**src/rtl/prog_loader_pkg.sv**
```systemverilog
// Shared types and constants for the boot-time program loader.
package prog_loader_pkg;

  localparam int unsigned BYTES_PER_WORD = 4;
  localparam int unsigned HDR_BYTES      = 2;
  localparam int unsigned IDX_W          = $clog2(BYTES_PER_WORD);
  localparam int unsigned SHIFT_W        = 8 * (BYTES_PER_WORD - 1);

  typedef enum logic [2:0] {
    IDLE,
    LEN_HI,
    LEN_LO,
    DATA,
    CSUM,
    DONE,
    ERR
  } state_t;

endpackage

```
**src/rtl/prog_loader_if.sv**
```systemverilog
// Byte-stream input and instruction-memory write port of the program loader.
interface prog_loader_if #(
  parameter int unsigned ADDR_W = 7
) ();

  logic              rx_valid;
  logic [7:0]        rx_data;
  logic              rx_ready;
  logic              mem_we;
  logic [ADDR_W-1:0] mem_addr;
  logic [31:0]       mem_wdata;

  // master: serial receiver / memory side; slave: the loader
  modport master (
    output rx_valid, rx_data,
    input  rx_ready, mem_we, mem_addr, mem_wdata
  );

  modport slave (
    input  rx_valid, rx_data,
    output rx_ready, mem_we, mem_addr, mem_wdata
  );

endinterface

```
**src/rtl/prog_loader_byte_packer.sv**
```systemverilog
// Packs bytes MSB first into 32-bit words; word_valid pulses the cycle after the 4th byte.
module prog_loader_byte_packer
  import prog_loader_pkg::*;
(
  input  logic             clock,
  input  logic             reset,
  input  logic             clear,
  input  logic             byte_valid,
  input  logic [7:0]       byte_data,
  output logic [IDX_W-1:0] byte_idx,
  output logic             word_valid,
  output logic [31:0]      word
);

  logic [SHIFT_W-1:0] shift_q;

  always_ff @(posedge clock) begin
    if (reset) begin
      byte_idx   <= '0;
      shift_q    <= '0;
      word_valid <= 1'b0;
      word       <= '0;
    end else if (clear) begin
      byte_idx   <= '0;
      word_valid <= 1'b0;
    end else begin
      word_valid <= 1'b0;
      if (byte_valid) begin
        shift_q  <= {shift_q[SHIFT_W-9:0], byte_data};
        byte_idx <= IDX_W'(byte_idx + 1'b1);
        if (byte_idx == IDX_W'(BYTES_PER_WORD - 1)) begin
          word       <= {shift_q, byte_data};
          word_valid <= 1'b1;
        end
      end
    end
  end

endmodule

```
**src/rtl/prog_loader.sv**
```systemverilog
// Boot program loader: framed byte stream -> instruction memory, holds CPU in reset until loaded.
// Optional trailing checksum byte enabled by defining CHECKSUM_EN.
module prog_loader
  import prog_loader_pkg::*;
#(
  parameter int unsigned ADDR_W = 7,
  parameter int unsigned LEN_W  = 16
) (
  input  logic          clock,
  input  logic          reset,
  input  logic          start,
  prog_loader_if.slave  bus,
  output logic          cpu_reset,
  output logic          done,
  output logic          error
);

  localparam int unsigned DEPTH = 2 ** ADDR_W;

  state_t            state, next_state;
  logic              rx_ready_q;
  logic [7:0]        len_hi;
  logic [LEN_W-1:0]  n_words;
  logic [LEN_W-1:0]  words_acc;
  logic [ADDR_W-1:0] addr_q;
  logic [IDX_W-1:0]  pk_idx;
  logic              pk_valid;
  logic [31:0]       pk_word;
`ifdef CHECKSUM_EN
  logic [7:0]        csum;
`endif

  logic             accept_c;
  logic             start_c;
  logic             word_done_c;
  logic [LEN_W-1:0] len_c;

  assign accept_c    = bus.rx_valid && rx_ready_q;
  assign start_c     = start && (state == IDLE || state == DONE || state == ERR);
  assign word_done_c = accept_c && (state == DATA) && (pk_idx == IDX_W'(BYTES_PER_WORD - 1));
  assign len_c       = LEN_W'({len_hi, bus.rx_data});

  assign bus.rx_ready  = rx_ready_q;
  assign bus.mem_we    = pk_valid;
  assign bus.mem_addr  = addr_q;
  assign bus.mem_wdata = pk_word;

  prog_loader_byte_packer u_packer (
    .clock      (clock),
    .reset      (reset),
    .clear      (start_c),
    .byte_valid (accept_c && (state == DATA)),
    .byte_data  (bus.rx_data),
    .byte_idx   (pk_idx),
    .word_valid (pk_valid),
    .word       (pk_word)
  );

  always_ff @(posedge clock) begin
    if (reset) state <= IDLE;
    else       state <= next_state;
  end

  always_comb begin
    next_state = state;
    case (state)
      IDLE, DONE, ERR: if (start) next_state = LEN_HI;
      LEN_HI:          if (accept_c) next_state = LEN_LO;
      LEN_LO: begin
        if (accept_c) begin
          if (len_c > LEN_W'(DEPTH))  next_state = ERR;
`ifdef CHECKSUM_EN
          else if (len_c == '0)       next_state = CSUM;
`else
          else if (len_c == '0)       next_state = DONE;
`endif
          else                        next_state = DATA;
        end
      end
      DATA: begin
`ifdef CHECKSUM_EN
        // leave on the last byte so a back-to-back checksum byte lands in CSUM
        if (word_done_c && (LEN_W'(words_acc + 1'b1) == n_words)) next_state = CSUM;
`else
        if (pk_valid && (words_acc == n_words)) next_state = DONE;
`endif
      end
      CSUM: begin
`ifdef CHECKSUM_EN
        if (accept_c) next_state = (bus.rx_data == csum) ? DONE : ERR;
`endif
      end
      default: next_state = IDLE;
    endcase
  end

  // Status outputs registered from the next state
  always_ff @(posedge clock) begin
    if (reset) begin
      rx_ready_q <= 1'b0;
      cpu_reset  <= 1'b1;
      done       <= 1'b0;
      error      <= 1'b0;
    end else begin
      rx_ready_q <= (next_state == LEN_HI) || (next_state == LEN_LO) ||
                    (next_state == DATA)   || (next_state == CSUM);
      cpu_reset  <= (next_state != DONE);
      done       <= (next_state == DONE);
      error      <= (next_state == ERR);
    end
  end

  // Length capture, word counter, write address and running checksum
  always_ff @(posedge clock) begin
    if (reset) begin
      len_hi    <= '0;
      n_words   <= '0;
      words_acc <= '0;
      addr_q    <= '0;
`ifdef CHECKSUM_EN
      csum      <= '0;
`endif
    end else begin
      if (start_c) words_acc <= '0;
      if (accept_c && state == LEN_HI) len_hi  <= bus.rx_data;
      if (accept_c && state == LEN_LO) n_words <= len_c;
      if (word_done_c) begin
        words_acc <= LEN_W'(words_acc + 1'b1);
        addr_q    <= ADDR_W'(words_acc);
      end
`ifdef CHECKSUM_EN
      if (start_c)
        csum <= '0;
      else if (accept_c && state != CSUM)
        csum <= csum ^ bus.rx_data;
`endif
    end
  end

endmodule

```
**src/flat_wrapper.sv**
```systemverilog
// flat-port wrapper written by rule: the top's interface ports become plain ports
module prog_loader_flat import prog_loader_pkg::*;
#(
  parameter int unsigned ADDR_W = 7,
  parameter int unsigned LEN_W  = 16
)
  (clock, reset, start, cpu_reset, done, error, bus_rx_valid, bus_rx_data, bus_rx_ready, bus_mem_we, bus_mem_addr, bus_mem_wdata);
  prog_loader_if #(.ADDR_W(ADDR_W)) bus_i ();
  input  logic clock;
  input  logic reset;
  input  logic start;
  output logic cpu_reset;
  output logic done;
  output logic error;
  input wire logic [$bits(bus_i.rx_valid)-1:0] bus_rx_valid;
  input wire logic [$bits(bus_i.rx_data)-1:0] bus_rx_data;
  output wire logic [$bits(bus_i.rx_ready)-1:0] bus_rx_ready;
  output wire logic [$bits(bus_i.mem_we)-1:0] bus_mem_we;
  output wire logic [$bits(bus_i.mem_addr)-1:0] bus_mem_addr;
  output wire logic [$bits(bus_i.mem_wdata)-1:0] bus_mem_wdata;
  assign bus_i.rx_valid = bus_rx_valid;
  assign bus_i.rx_data = bus_rx_data;
  assign bus_rx_ready = bus_i.rx_ready;
  assign bus_mem_we = bus_i.mem_we;
  assign bus_mem_addr = bus_i.mem_addr;
  assign bus_mem_wdata = bus_i.mem_wdata;
  prog_loader #(.ADDR_W(ADDR_W), .LEN_W(LEN_W)) u_core (.clock(clock), .reset(reset), .start(start), .bus(bus_i), .cpu_reset(cpu_reset), .done(done), .error(error));
endmodule
```
**config.mk**
```make
export PLATFORM = sky130hd
export DESIGN_NAME = prog_loader_flat
export DESIGN_NICKNAME = d
export VERILOG_FILES = /design/src/rtl/prog_loader_pkg.sv /design/src/rtl/prog_loader_if.sv /design/src/rtl/prog_loader_byte_packer.sv /design/src/rtl/prog_loader.sv /design/src/flat_wrapper.sv
export SDC_FILE = /design/constraint.sdc
export NUM_CORES = 1
export LEC_CHECK = 0
export ABC_AREA = 0
export BUFFER_PORTS_ARGS = -buffer_cell sky130_fd_sc_hd__buf_2
export CORE_AREA = 4 4 91 93
export DETAILED_ROUTE_END_ITERATION = 6
export DIE_AREA = 0 0 95 97
export GPL_ROUTABILITY_DRIVEN = 0
export PLACE_DENSITY = 0.93
export SLEW_MARGIN = 15
export SYNTH_ARGS = -nofsm -noshare
export SYNTH_HDL_FRONTEND = slang
export SYNTH_SLANG_ARGS = --single-unit
```
**constraint.sdc**
```tcl
create_clock -name clock -period 3.89 [get_ports clock]
set_clock_uncertainty 0.1 [all_clocks]
set_input_delay 0.389 -clock clock [delete_from_list [all_inputs] [get_ports clock]]
set_output_delay 0.389 -clock clock [all_outputs]
set_load 0.1 [all_outputs]
```
# After elaboration in Yosys (flattened, before gate mapping)
# Index checks and enable logic that the tools add are counted.
# Widths: inputs -> output; s select.
# classes
eq_ne,15
reduce_logical,20
n_bitwise,2
order_cmp,1
muxes,10
n_addsub,2
# ops
op,count
$mux 16,2
$eq 3x3->1 const B,6
$mux 3,6
$add 16x1->16 const B,1
$eq 16x16->1,1
$gt 16x8->1 const B,1
$logic_not 16->1,1
$pmux 3 s5,1
$eq 3x2->1 const B,4
$logic_and 1x1->1,7
$eq 3x1->1 const B,2
$reduce_or 3->1,2
$logic_or 1x1->1,5
$logic_not 3->1,1
$ne 3x3->1 const B,1
$reduce_and 3->1,1
$add 2x1->2 const B,1
$eq 2x2->1 const B,1
$not 1->1,2
$reduce_and 2->1,1
$reduce_bool 2->1,1
$reduce_or 2->1,1
$mux 1,1
# word_totals
in_bits,12
register_bits,113
elab_cells,63
output_inout_bits,44

# Logic depth before layout (Yosys ltp)
# Gate-level depths: netlist of run 1.
# depth
word_depth,9
mapped_depth,7
depth_no_buf,7

# Hierarchy
# A second synthesis of run 1 with hierarchy kept.
# hier_totals
hier_cells,559
hier_area_um2,4694.5
# modules_own_cells
mod,seq_area_each_um2,area_per_inst_um2,cells_per_inst,n_inst
prog_loader,1081.0,2517.4,301,1
prog_loader_byte_packer,1181.1,2177.1,258,1

# Worst setup path after synthesis of run 1
# Ideal clock, no wire load.
# synth_path
path_type,flip-flop to flip-flop
start,register u_core.rx_ready_q (netlist: u_core.bus.rx_ready)
end,register u_core.rx_ready_q (netlist: u_core.bus.rx_ready)
path_slack_ns,1.566
required_time_ns,3.711
n_path_buf,0
arrival_time_ns,2.145
stages_incl_launch_ff,7
synth_period_minus_slack_ns,2.324
setup_ns,0.079
path_cell_list,dfxtp_1 nand3b_1 nor2_1 a22oi_1 o21ai_1 o21ai_0 o211ai_1
# synth_via
elab_chain_len,7
word_cells_on_any_way,11
cone_classes,4 x eq/ne; 3 x mux; 4 x reduce/logical
# synth_lines
element,line,source
start: declaration,prog_loader.sv:21,logic rx_ready_q;
start signal: assignment,prog_loader.sv:105,rx_ready_q <= (next_state == LEN_HI) || (next_state == LEN_LO) ||
$logic_and 1x1->1 (*),prog_loader.sv:38,assign accept_c = bus.rx_valid && rx_ready_q;
"$mux 3, on equally long branches","prog_loader.sv:70, prog_loader.sv:68",
$pmux 3 s5 (*),prog_loader.sv:66,case (state)
$eq 3x1->1 / $eq 3x2->1 (equally long branches),prog_loader.sv:105,
$logic_or 1x1->1 (2 in a row),prog_loader.sv:105,
$logic_or 1x1->1 (*),prog_loader.sv:106,(next_state == DATA) || (next_state == CSUM);
# Every way passes the cells marked *; elsewhere a longest branch is shown, timed or not.
# A chain may end at the register's enable or synchronous reset.

# Worst setup path in the final report of run 1
# layout_path
start,register u_core.state[0]
end,register u_core.words_acc[7]
# layout_via
elab_chain_len,5
word_cells_on_any_way,11
cone_classes,3 x eq/ne; 1 x mux; 7 x reduce/logical
# layout_lines
element,line,source
start: declaration,prog_loader.sv:20,"state_t state, next_state;"
start signal: assignment,prog_loader.sv:61,else state <= next_state;
$eq 3x3->1 / $logic_not 3->1 (equally long branches),prog_loader.sv:39,assign start_c = start && (state == IDLE || state == DONE || state == ERR);
$logic_or 1x1->1 (2 in a row),prog_loader.sv:39,
$logic_and 1x1->1,prog_loader.sv:39,
$reduce_bool 2->1 (no source line),n/a,
end signal: assignment,prog_loader.sv:128,words_acc <= LEN_W'(words_acc + 1'b1);
end: declaration,prog_loader.sv:24,logic [LEN_W-1:0] words_acc;
# Several ways; a longest one is shown, not always the timed one.

==> run summary, run 1 <==
Die height -> 97 um
TritonCTS clock tree -> done
Synth unique cells -> 51
Final nets -> 637
Syn-to-layout area delta -> 18.86%
RR Startpoint -> u_core.state[0]
DR pass1 iterations -> 6
Num CTS Buffers -> 17
Max Buffers Root-to-Sink -> 2
Slowest stage delay, CP -> 0.86 ns
Fin. Hold Viols -> 0
Synth warnings -> 0
Cell Area, Synth -> 4557 um2
Vias -> 4402
Top-count cell post-synth -> nand2_1
Slew headroom -> 0.3338
Worst skew pair latency -> 0.52 ns
# H-tree levels -> 4
Ys flop type -> dfxtp_1
Area of the multi-input gates -> 2125 um2
Core area -> 7527 um2
Clk root buf -> clkbuf_8
RSZ-0062 raised after global routing -> no
CP Launch Point -> u_core.state[0]
Sequential cell area -> 2262 um2
Peak supply drop -> 0.0003881 V
Seq pwr share -> 0.428
Number of global-route vias before repair -> 4460
Top layer in use -> met4
Worst hold slack -> 0.07437 ns
Count of final setup violators -> 0
CP Launch Type -> flop
# hold bufs at CTS -> 0
N_diodes -> 0
Crit Path Max Fanout -> 29
Layout cells sized above 1 -> 0.1604
Yosys reg bits -> 113
Syn Nets -> 592
Number of remaining DRC errors -> 0
Largest delay share family, worst path -> simple AND/OR/NAND/NOR gates
Final cycle utilization of the critical path -> 0.6611
GRT overflow -> 0
Die X -> 95 um
Post-CTS Setup Bufs -> 0
Leak -> 1.960 nW
Pre-CTS WS -> 1.449 ns
Worst Hold Launch -> bus_rx_data[3]
Count of input and output buffers -> 55
Synthesized area per cell -> 7.884 um2
Cell count after synthesis -> 578
Sequential area share after synthesis -> 0.4964
Placed Instances -> 706
Placed Area -> 4853 um2
Max Fclk -> 0.3888 GHz
P_int -> 2.053 mW
Comb power frac -> 0.037
Metal1 wirelength -> 4.753 mm
CP Data Required Time -> 4.21 ns
Final Instance Area -> 5416 um2
Initial antenna violation count -> 0
Final Non-Filler Cells -> 738
DR WL met2 -> 6.051 mm
Crit path kind -> reg -> reg
Outcome -> finished clean
Synth area leaders -> dfxtp_1, nand2_1, a21oi_1, xnor2_1, clkbuf_1
Avg Vias per Cell -> 5.965
Crit-path cells -> and3b_2 -> and4_1 -> o21ai_0 -> a311oi_1
Min-delay worst type -> in -> reg
Crit path capture type -> flop
Clock sink count -> 113
Slew of the pin with the lowest slew margin -> 0.9965 ns
Setup_tns -> 0 ns
Routed wl met3 -> 1.022 mm
Leading area contributor after synthesis -> dfxtp_1
Site Rows -> 32
Fin crit period -> 2.572 ns
Switch share -> 0.2531
Die area -> 9215 um2
IO Count -> 56
Critical path arrival -> 2.89 ns
Starting Density -> 0.6054
Top cell type's share of synthesized area -> 0.4964
Critical Path Slowest Stage Cell -> and4_1
Async SR Flop Fraction -> 0
Clock Power Share -> 0.535
PwrDens -> 507.5 nW/um2
Pin count of the biggest net entering global routing -> 48
Clock-pin slew on the worst setup and hold paths -> 0.06 ns
Starting DRT DRC Count -> 452
Fill cells -> 555
CP Buf/Inv Count -> 0
Max Cap Viol -> 0
First-pass GRT wire length -> 20.60 mm
Final WS setup -> 1.318 ns
Resize count post-CTS -> 0
Drt wl/cell -> 16.68 um
Final HPWL DP -> 7.767 mm
Post-DRT Antenna Nets -> 0
Psw -> 0.6956 mW
Top post-synthesis cells by count -> nand2_1, dfxtp_1, a21oi_1
Post-Route WL -> 12.31 mm
GRT Util Overall -> 0.2839
Number of flops mapped to enable cells by yosys -> 0
Slew Viols, Final -> 0
[cell usage in the layout, fill, tap and decap left out, drive strengths merged, types with 4 or more instances in the layout]
master    netlist  final
nor3            8      8
a21oi          95     95
buf            11     61
inv             5     13
nor2           23     23
nor4            5      5
dfxtp         113    113
nand2         194    194
nand3          15     15
xnor2          14     14
nand4           5      5
o21ai          11     11
nor2b           4      4
a311oi          6      6
clkbuf         24     17
clkinvlp        0      5
[logic make-up after synthesis]
| logic type | after synthesis | synth area share |
|---|---|---|
| and+or+nand+nor | 275 | 0.2655 |
| AOI/OAI and AO/OA | 129 | 0.1568 |
| DFF | 113 | 0.4964 |
| buffers and inverters | 40 | 0.03734 |
| xor gates and xnor gates | 17 | 0.03268 |
| muxes | 2 | 0.005765 |
| adders and majority gates | 2 | 0.005491 |
[registers in the layout (all words and copies together) (netlist names)]
signal	cells
u_core.u_packer.word_valid	1
u_core.cpu_reset	1
u_core.words_acc	16
u_core.n_words	16
u_core.u_packer.byte_idx	2
u_core.bus.rx_ready	1
u_core.bus.mem_addr	7
u_core.len_hi	8
u_core.u_packer.word	32
u_core.error	1
u_core.done	1
u_core.state	3
u_core.u_packer.shift_q	24
[through the flow]
stage	power (mW)	util
after floorplan	1.268	-
after global placement	1.294	0.6448
after detailed placement	1.297	0.6448
after CTS	2.747	0.7196
after global routing	2.823	0.7196
final	2.749	0.7196
[worst paths after layout]
path	to	slack (ns)	cells past startpoint
setup reg to reg	u_core.words_acc[7]	1.32	4
hold reg to reg	u_core.u_packer.word[17]	0.35	2
setup / recovery	u_core.words_acc[7]	1.32	4
hold / removal	u_core.len_hi[3]	0.07	3
[per-layer routing]
layer / up-vias / global-route usage
met5: - / 0
met4: 0 / 0.1521
met3: 58 / 0.08942
met2: 242 / 0.4620
met1: 2054 / 0.3276
li1: 2048 / -
[power by group through the flow]
stage                     sequential, mW  combinational, mW  clock [mW]
final                               1.18              0.102        1.47
after global routing                1.18              0.108        1.54
after CTS                           1.18             0.0987        1.47
after detailed placement            1.20             0.0961           0
after global placement              1.20             0.0940           0
after floorplan                     1.21             0.0581           0
[worst register-to-register path, delay by kind of cell, from the launching register on]
| kind | cells | cell delay [ns] |
|---|---|---|
| and+or+nand+nor | 2 | 1.19 |
| DFF | 1 | 0.54 |
| AOI/OAI and AO/OA | 2 | 0.63 |
[area by class of cell]
cell class                 instances  share of cell area
clock buffer                      17             0.07646
clock inverter                    15             0.02749
inverter                           5            0.003465
multi-input combinational        425              0.3922
sequential                       113              0.4176
tap                              102             0.02356
timing repair buffer              61             0.05914
Power figures use the tool's default switching activity.
==> run 2, diff against run 1 <==
--- a/config.mk
+++ b/config.mk
@@ -5,13 +5,13 @@
 export SDC_FILE = /design/constraint.sdc
 export NUM_CORES = 1
 export LEC_CHECK = 0
-export ABC_AREA = 0
+export ABC_AREA = 1
 export BUFFER_PORTS_ARGS = -buffer_cell sky130_fd_sc_hd__buf_2
-export CORE_AREA = 4 4 91 93
+export CORE_AREA = 4 4 96 98
 export DETAILED_ROUTE_END_ITERATION = 6
-export DIE_AREA = 0 0 95 97
+export DIE_AREA = 0 0 100 102
 export GPL_ROUTABILITY_DRIVEN = 0
-export PLACE_DENSITY = 0.93
+export PLACE_DENSITY = 0.88
 export SLEW_MARGIN = 15
 export SYNTH_ARGS = -nofsm -noshare
 export SYNTH_HDL_FRONTEND = slang
==> constraint.sdc (replaced) <==
create_clock -name clock -period 2.6 [get_ports clock]
set_clock_uncertainty 0.1 [all_clocks]
set_input_delay 0.26 -clock clock [delete_from_list [all_inputs] [get_ports clock]]
set_output_delay 0.26 -clock clock [all_outputs]
set_load 0.1 [all_outputs]
==> run 2 against run 1 <==
Compared with the run above:
- count of clock-buffer cells in the layout is 3 higher
- critical endpoint is now u_core.u_packer.word[17]
- critical path depth up 4
- non-clock buffer count is 5 higher
- maximum frequency grew 16%
- clock power up 54%
- area after synthesis up 3.6%
- total power grew 55%
- final area up 5.2%
- combinational power grew 130%
- setup slack got worse by 0.93 ns
- wire length up 9.2%
- sequential power increased by 50%
==> run summary, run 2 <==
Layout cells sized above 1 -> 0.1691 (+0.008677)
Starting DRT DRC Count -> 510 (+13%)
IO Count -> 56 (unchanged)
DR pass1 iterations -> 6 (unchanged)
Starting Density -> 0.5575 (-0.04789)
Placed Instances -> 768 (+8.8%)
Setup_tns -> 0 ns (unchanged)
N_diodes -> 0 (unchanged)
Yosys reg bits -> 113 (unchanged)
Clock sink count -> 113 (unchanged)
Outcome -> finished clean
# H-tree levels -> 4 (unchanged)
Fill cells -> 611 (+10%)
Crit path capture type -> flop
Crit path kind -> reg -> reg
Top-count cell post-synth -> dfxtp_1
CP Data Required Time -> 2.90 ns (-1.31 ns)
Commonest non-fill, non-tap cell in the layout -> dfxtp_1
Total power -> 4.265 mW (+55%)
Leak -> 2.497 nW (+27%)
Final HPWL DP -> 8.326 mm (+7.2%)
Critical Path Slowest Stage Cell -> clkinv_2
Core area -> 8466 um2 (+12%)
Cell count after synthesis -> 629 (+8.8%)
Final core occ -> 0.6734 (-0.04621)
Slew Viols, Final -> 0 (unchanged)
Max Buffers Root-to-Sink -> 2 (unchanged)
Clk root buf -> clkbuf_8
Pin count of the biggest net entering global routing -> 77 (+60%)
Synthesized area per cell -> 7.503 um2 (-4.8%)
Slowest stage delay, CP -> 0.47 ns (-0.39 ns)
Fin. Hold Viols -> 0 (unchanged)
Synth unique cells -> 36 (-29%)
Peak supply drop -> 0.0005014 V (+29%)
Die X -> 100 um (+5.3%)
Num CTS Buffers -> 17 (unchanged)
Cell Area, Synth -> 4720 um2 (+3.6%)
Final cycle utilization of the critical path -> 0.8500 (+0.1889)
Largest delay share family, worst path -> buffers and inverters
Max Fclk -> 0.4525 GHz (+16%)
Final nets -> 700 (+9.9%)
CP Buf/Inv Count -> 3 (+3)
Number of global-route vias before repair -> 4555 (+2.1%)
Count of final setup violators -> 0 (unchanged)
M3 GR Usage -> 0.08123 (-0.008196)
GRT Util Overall -> 0.2783 (-0.005551)
Crit-path cells -> nor2_4 -> nand2_2 -> inv_2 -> nand2_4 -> clkinv_2 -> buf_12 -> o21ai_0 -> a21oi_1
Critical path depth -> 8 (+4)
Grt met2 use -> 0.4715 (+0.009485)
Top Registers -> u_core.u_packer.word x32, u_core.u_packer.shift_q x24
Leading cell types in the layout, fill and taps excluded -> dfxtp_1, nand2_1, a21oi_1
PwrDens -> 748.1 nW/um2 (+47%)
Critical path arrival -> 2.51 ns (-0.38 ns)
Die area -> 10200 um2 (+11%)
Top post-synthesis cells by count -> dfxtp_1, nand2_1, a21oi_1
Ys flop type -> dfxtp_1
Final Non-Filler Cells -> 806 (+9.2%)
Met1 Track Usage GR -> 0.3172 (-0.01034)
Fin crit period -> 2.210 ns (-0.3616 ns)
Synth warnings -> 0 (unchanged)
RSZ-0062 raised after global routing -> no
Clock-pin slew on the worst setup and hold paths -> 0.05 ns (about the same)
Worst hold slack -> 0.04843 ns (-0.02595 ns)
Number of flops mapped to enable cells by yosys -> 0 (unchanged)
Global routing's busiest layer -> met2
Crit Path Max Fanout -> 40 (+38%)
Hold path depth -> 2 (-1)
Post-DRT Antenna Nets -> 0 (unchanged)
Slew of the pin with the lowest slew margin -> 0.5361 ns (-0.4604 ns)
Vias -> 4702 (+6.8%)
Syn-to-layout area delta -> 20.78%
Max Cap Viol -> 0 (unchanged)
Leading area contributor after synthesis -> dfxtp_1
Min-delay worst type -> in -> reg
Syn Nets -> 643 (+8.6%)
Biggest register -> u_core.u_packer.word
Post-Route WL -> 13.44 mm (+9.2%)
Drt wl/cell -> 16.67 um (about the same)
Initial antenna violation count -> 0 (unchanged)
Async SR Flop Fraction -> 0 (unchanged)
Synth area leaders -> dfxtp_1, a21oi_1, o21ai_0, nand2_1, inv_1
GRT overflow -> 0 (unchanged)
CP Launch Type -> flop
Sequential area share after synthesis -> 0.4793 (-0.01711)
Post-CTS Setup Bufs -> 0 (unchanged)
Worst skew pair latency -> 0.52 ns (about the same)
Site Rows -> 34 (+6.3%)
Die height -> 102 um (+5.2%)
First-pass GRT wire length -> 22.14 mm (+7.5%)
Number of remaining DRC errors -> 0 (unchanged)
TritonCTS clock tree -> done
Cells on worst reg2reg path -> 8 (+4)
Count of input and output buffers -> 55 (unchanged)
Top cell type's share of synthesized area -> 0.4793 (-0.01711)
Max reg flops -> 32 (unchanged)
Slew headroom -> 0.6422 (+0.3084)
Avg Vias per Cell -> 5.834 (-2.2%)
[run 2: cell count changes in the layout (fill, tap and decap cells not counted), moves of 6 or more]
cell	before	now
nand2_2	0	6
nand2_1	194	112
o21ai_0	9	88
nor3_1	8	2
dlygate4sd3_1	0	7
clkinv_2	0	6
nor2_1	22	41
inv_6	7	0
inv_1	5	73
a311oi_1	6	0
xnor2_1	14	2
[run 2: cell type report]
class                           instances  area [um2]  area share
Timing Repair Buffer                   66       400.4     0.07024
Tap cell                              108       135.1     0.02371
Sequential cell                       113        2262      0.3968
Multi-Input combinational cell        407        2023      0.3549
Clock buffer                           20       435.4     0.07638
Clock inverter                         11       138.9     0.02436
Inverter                               81       305.3     0.05356
[run 2: final timing paths]
check,from,end,slack (ns)
max,u_core.state[2],u_core.u_packer.word[17],0.39
min,reset,u_core.u_packer.word_valid,0.05
max reg2reg,u_core.state[2],u_core.u_packer.word[17],0.39
min reg2reg,u_core.u_packer.shift_q[17],u_core.u_packer.word[25],0.37
[run 2: logic make-up (layout without fill, tap and decap cells)]
logic type / count (synthesis) / count (layout) / share of synthesized area
AOI/OAI and AO/OA: 199 / 199 / 0.2179
xor gates and xnor gates: 4 / 4 / 0.007424
adders and majority gates: 2 / 2 / 0.005301
buffers and inverters: 109 / 178 / 0.09199
DFF: 113 / 113 / 0.4793
and+or+nand+nor: 202 / 202 / 0.1980
[run 2: what timing repair did]
| action | in CTS | in global routing |
|---|---|---|
| hold endpoints to repair | 20 | 0 |
| hold buffers | 7 | 0 |
| gates resized for setup | 0 | 0 |
[run 2: where the power goes]
group / total (mW) / internal [mW] / switching [mW]
registers: 1.77 / 1.76 / 0.0157
logic: 0.233 / 0.0615 / 0.172
clock network: 2.26 / 1.47 / 0.792
[run 2: per-layer routing]
metal,wire length [um],vias up
met2,6549,286
li1,-,2175
met1,5183,2167
met3,979,74
met4,726,0
met5,0,-
[run 2: metrics by stage]
stage | worst slack [ns] | instance area (um2)
finish | 0.3899 | 5700
global placement | 0.5252 | 5056
floorplan | 0.3764 | 4720
CTS | 0.3992 | 5700
detailed placement | 0.3376 | 5056
global route | 0.1811 | 5700
==> run 3, diff against run 2 <==
--- a/config.mk
+++ b/config.mk
@@ -12,6 +12,7 @@
 export DIE_AREA = 0 0 100 102
 export GPL_ROUTABILITY_DRIVEN = 0
 export PLACE_DENSITY = 0.88
+export RECOVER_POWER = 100
 export SLEW_MARGIN = 15
 export SYNTH_ARGS = -nofsm -noshare
 export SYNTH_HDL_FRONTEND = slang
==> run 3 against run 2 <==
Compared with the run above:
- the flow now finishes with violations (design-rule violations)
- register-to-register slack worse by 0.14 ns
- maximum frequency down 5.9%
- worst hold slack about the same
- setup slack worse by 0.14 ns
- critical path depth down 1
- global-route usage unchanged
- die area unchanged
- wire length down 0.45%
- total power about the same
- core utilization down 1.2 points
- sequential power about the same
- highest routed layer unchanged
==> run summary, run 3 (synthesis gave the netlist of run 2 again) <==
Count of input and output buffers -> 55 (unchanged)
Min-delay worst type -> in -> reg
Number of remaining DRC errors -> 6 (+6)
Crit path kind -> reg -> reg
Commonest non-fill, non-tap cell in the layout -> nand2_1
Setup_tns -> 0 ns (unchanged)
First-pass GRT wire length -> 22.14 mm (unchanged)
Die X -> 100 um (unchanged)
Final Non-Filler Cells -> 806 (unchanged)
Die area -> 10200 um2 (unchanged)
Starting Density -> 0.5575 (unchanged)
GRT Util Overall -> 0.2783 (unchanged)
Seq pwr share -> 0.415 (about the same)
Placed Instances -> 768 (unchanged)
GRT overflow -> 0 (unchanged)
Slew Viols, Final -> 0 (unchanged)
Resize count post-CTS -> 0 (unchanged)
Max Fclk -> 0.4259 GHz (-5.9%)
N_diodes -> 0 (unchanged)
Psw -> 0.9778 mW (-0.15%)
Post-Route WL -> 13.38 mm (-0.45%)
Comb power frac -> 0.054 (about the same)
CP Buf/Inv Count -> 2 (-1)
Max reg flops -> 32 (unchanged)
Clk root buf -> clkbuf_8
Leading cell types in the layout, fill and taps excluded -> nand2_1, dfxtp_1, a21oi_1
Cells on worst reg2reg path -> 7 (-1)
Post-CTS Setup Bufs -> 0 (unchanged)
Outcome -> finished with violations
Total power -> 4.262 mW (about the same)
Slowest stage delay, CP -> 0.66 ns (+0.19 ns)
Clock Power Share -> 0.530 (about the same)
Slew headroom -> 0.1927 (-0.4496)
Fin. Hold Viols -> 0 (unchanged)
Num CTS Buffers -> 17 (unchanged)
Core area -> 8466 um2 (unchanged)
RSZ-0062 raised after global routing -> no
Critical path depth -> 7 (-1)
Clock sink count -> 113 (unchanged)
Initial antenna violation count -> 0 (unchanged)
Crit-path cells -> nand2_2 -> nor2_1 -> nand2_1 -> inv_2 -> clkbuf_2 -> o21ai_0 -> a21oi_1
Layout cells sized above 1 -> 0.09599 (-0.07307)
Pin count of the biggest net entering global routing -> 77 (unchanged)
Slew of the pin with the lowest slew margin -> 1.216 ns (+0.6801 ns)
Syn-to-layout area delta -> 18.64%
Count of final setup violators -> 0 (unchanged)
Top Registers -> u_core.u_packer.word x32, u_core.u_packer.shift_q x24
Failing checks -> design-rule violations
Clock-pin slew on the worst setup and hold paths -> 0.06 ns (about the same)
Largest delay share family, worst path -> buffers and inverters
Avg Vias per Cell -> 5.780 (-0.91%)
RR Startpoint -> u_core.state[0]
Final cycle utilization of the critical path -> 0.9031 (+0.05309)
Worst reg2reg endpoint -> u_core.u_packer.shift_q[6]
Max Buffers Root-to-Sink -> 2 (unchanged)
Max Cap Viol -> 0 (unchanged)
Site Rows -> 34 (unchanged)
DR pass1 iterations -> 7 (+1)
Worst skew pair latency -> 0.52 ns (about the same)
Critical Path Slowest Stage Cell -> clkbuf_2
CP Data Required Time -> 2.93 ns (+0.03 ns)
Drt wl/cell -> 16.60 um (-0.45%)
Final nets -> 700 (unchanged)
Number of global-route vias before repair -> 4555 (unchanged)
TritonCTS clock tree -> done
R2R setup slack -> 0.25 ns (-0.14 ns)
Starting DRT DRC Count -> 503 (-1.4%)
Crit path capture type -> flop
Vias -> 4659 (-0.91%)
Critical path destination -> u_core.u_packer.shift_q[6]
# H-tree levels -> 4 (unchanged)
Leak -> 2.287 nW (-8.4%)
Post-DRT Antenna Nets -> 0 (unchanged)
# hold bufs at CTS -> 7 (unchanged)
Biggest register -> u_core.u_packer.word
Die height -> 102 um (unchanged)
Switch share -> 0.2294 (about the same)
P_int -> 3.284 mW (about the same)
Fin crit period -> 2.348 ns (+0.1380 ns)
Crit Path Max Fanout -> 49 (+23%)
PwrDens -> 761.1 nW/um2 (+1.7%)
Final HPWL DP -> 8.326 mm (unchanged)
CP Launch Type -> flop
IO Count -> 56 (unchanged)
Critical path arrival -> 2.68 ns (+0.17 ns)
CP Launch Point -> u_core.state[0]
Peak supply drop -> 0.0005013 V (about the same)
-- run 3: worst min path at each step --
stage                                start                    endpoint  slack (ns)  cells after the start
3_3_place_gp   u_core.u_packer.shift_q[17]    u_core.u_packer.word[25]        0.35                      2
3_5_place_dp   u_core.u_packer.shift_q[19]    u_core.u_packer.word[27]        0.35                      2
6_report                             reset  u_core.u_packer.word_valid        0.05                      2
5_1_grt                     bus_rx_data[7]  u_core.u_packer.shift_q[7]        0.06                      3
4_1_cts                     bus_rx_data[7]  u_core.u_packer.shift_q[7]        0.04                      3
2_1_floorplan               bus_rx_data[0]           u_core.n_words[0]        0.33                      2
-- run 3: final cells by class --
type | instances | area (um2)
inverters | 81 | 305.3
clock inverters | 11 | 138.9
flip-flops and latches | 113 | 2262
repair buffers | 66 | 340.3
fillers | 654 | 2867
clock buffers | 20 | 435.4
well taps | 108 | 135.1
multi-input cells | 407 | 1982
-- run 3: stage by stage --
step	utilization	worst slack (ns)	hold slack, ns	area [um2]
after floorplan	-	0.3764	0.3272	4720
after global placement	0.5973	0.5252	0.3460	5056
after global routing	0.6614	0.09231	0.06109	5599
final	0.6614	0.2519	0.04877	5599
after detailed placement	0.5973	0.3376	0.3550	5056
after CTS	0.6734	0.3992	0.03645	5700
-- run 3: layer usage --
layer / GRT usage / share of wire
met5: 0 / 0
met4: 0.1534 / 0.061
met1: 0.3172 / 0.38
met3: 0.08123 / 0.074
met2: 0.4715 / 0.48
-- run 3: worst register-to-register path: cells and delay by family (launching register included) --
family | cells | cell delay, ns
buffers and inverters | 2 | 0.78
and+or+nand+nor | 3 | 0.54
AOI/OAI and AO/OA | 2 | 0.45
DFF | 1 | 0.39
-- run 3: power by group through the flow --
stage / clock network (mW) / logic, mW / registers [mW]
2_1_floorplan: 0 / 0.129 / 1.83
3_3_place_gp: 0 / 0.205 / 1.80
3_5_place_dp: 0 / 0.213 / 1.81
4_1_cts: 2.27 / 0.226 / 1.77
5_1_grt: 2.35 / 0.252 / 1.77
6_report: 2.26 / 0.231 / 1.77
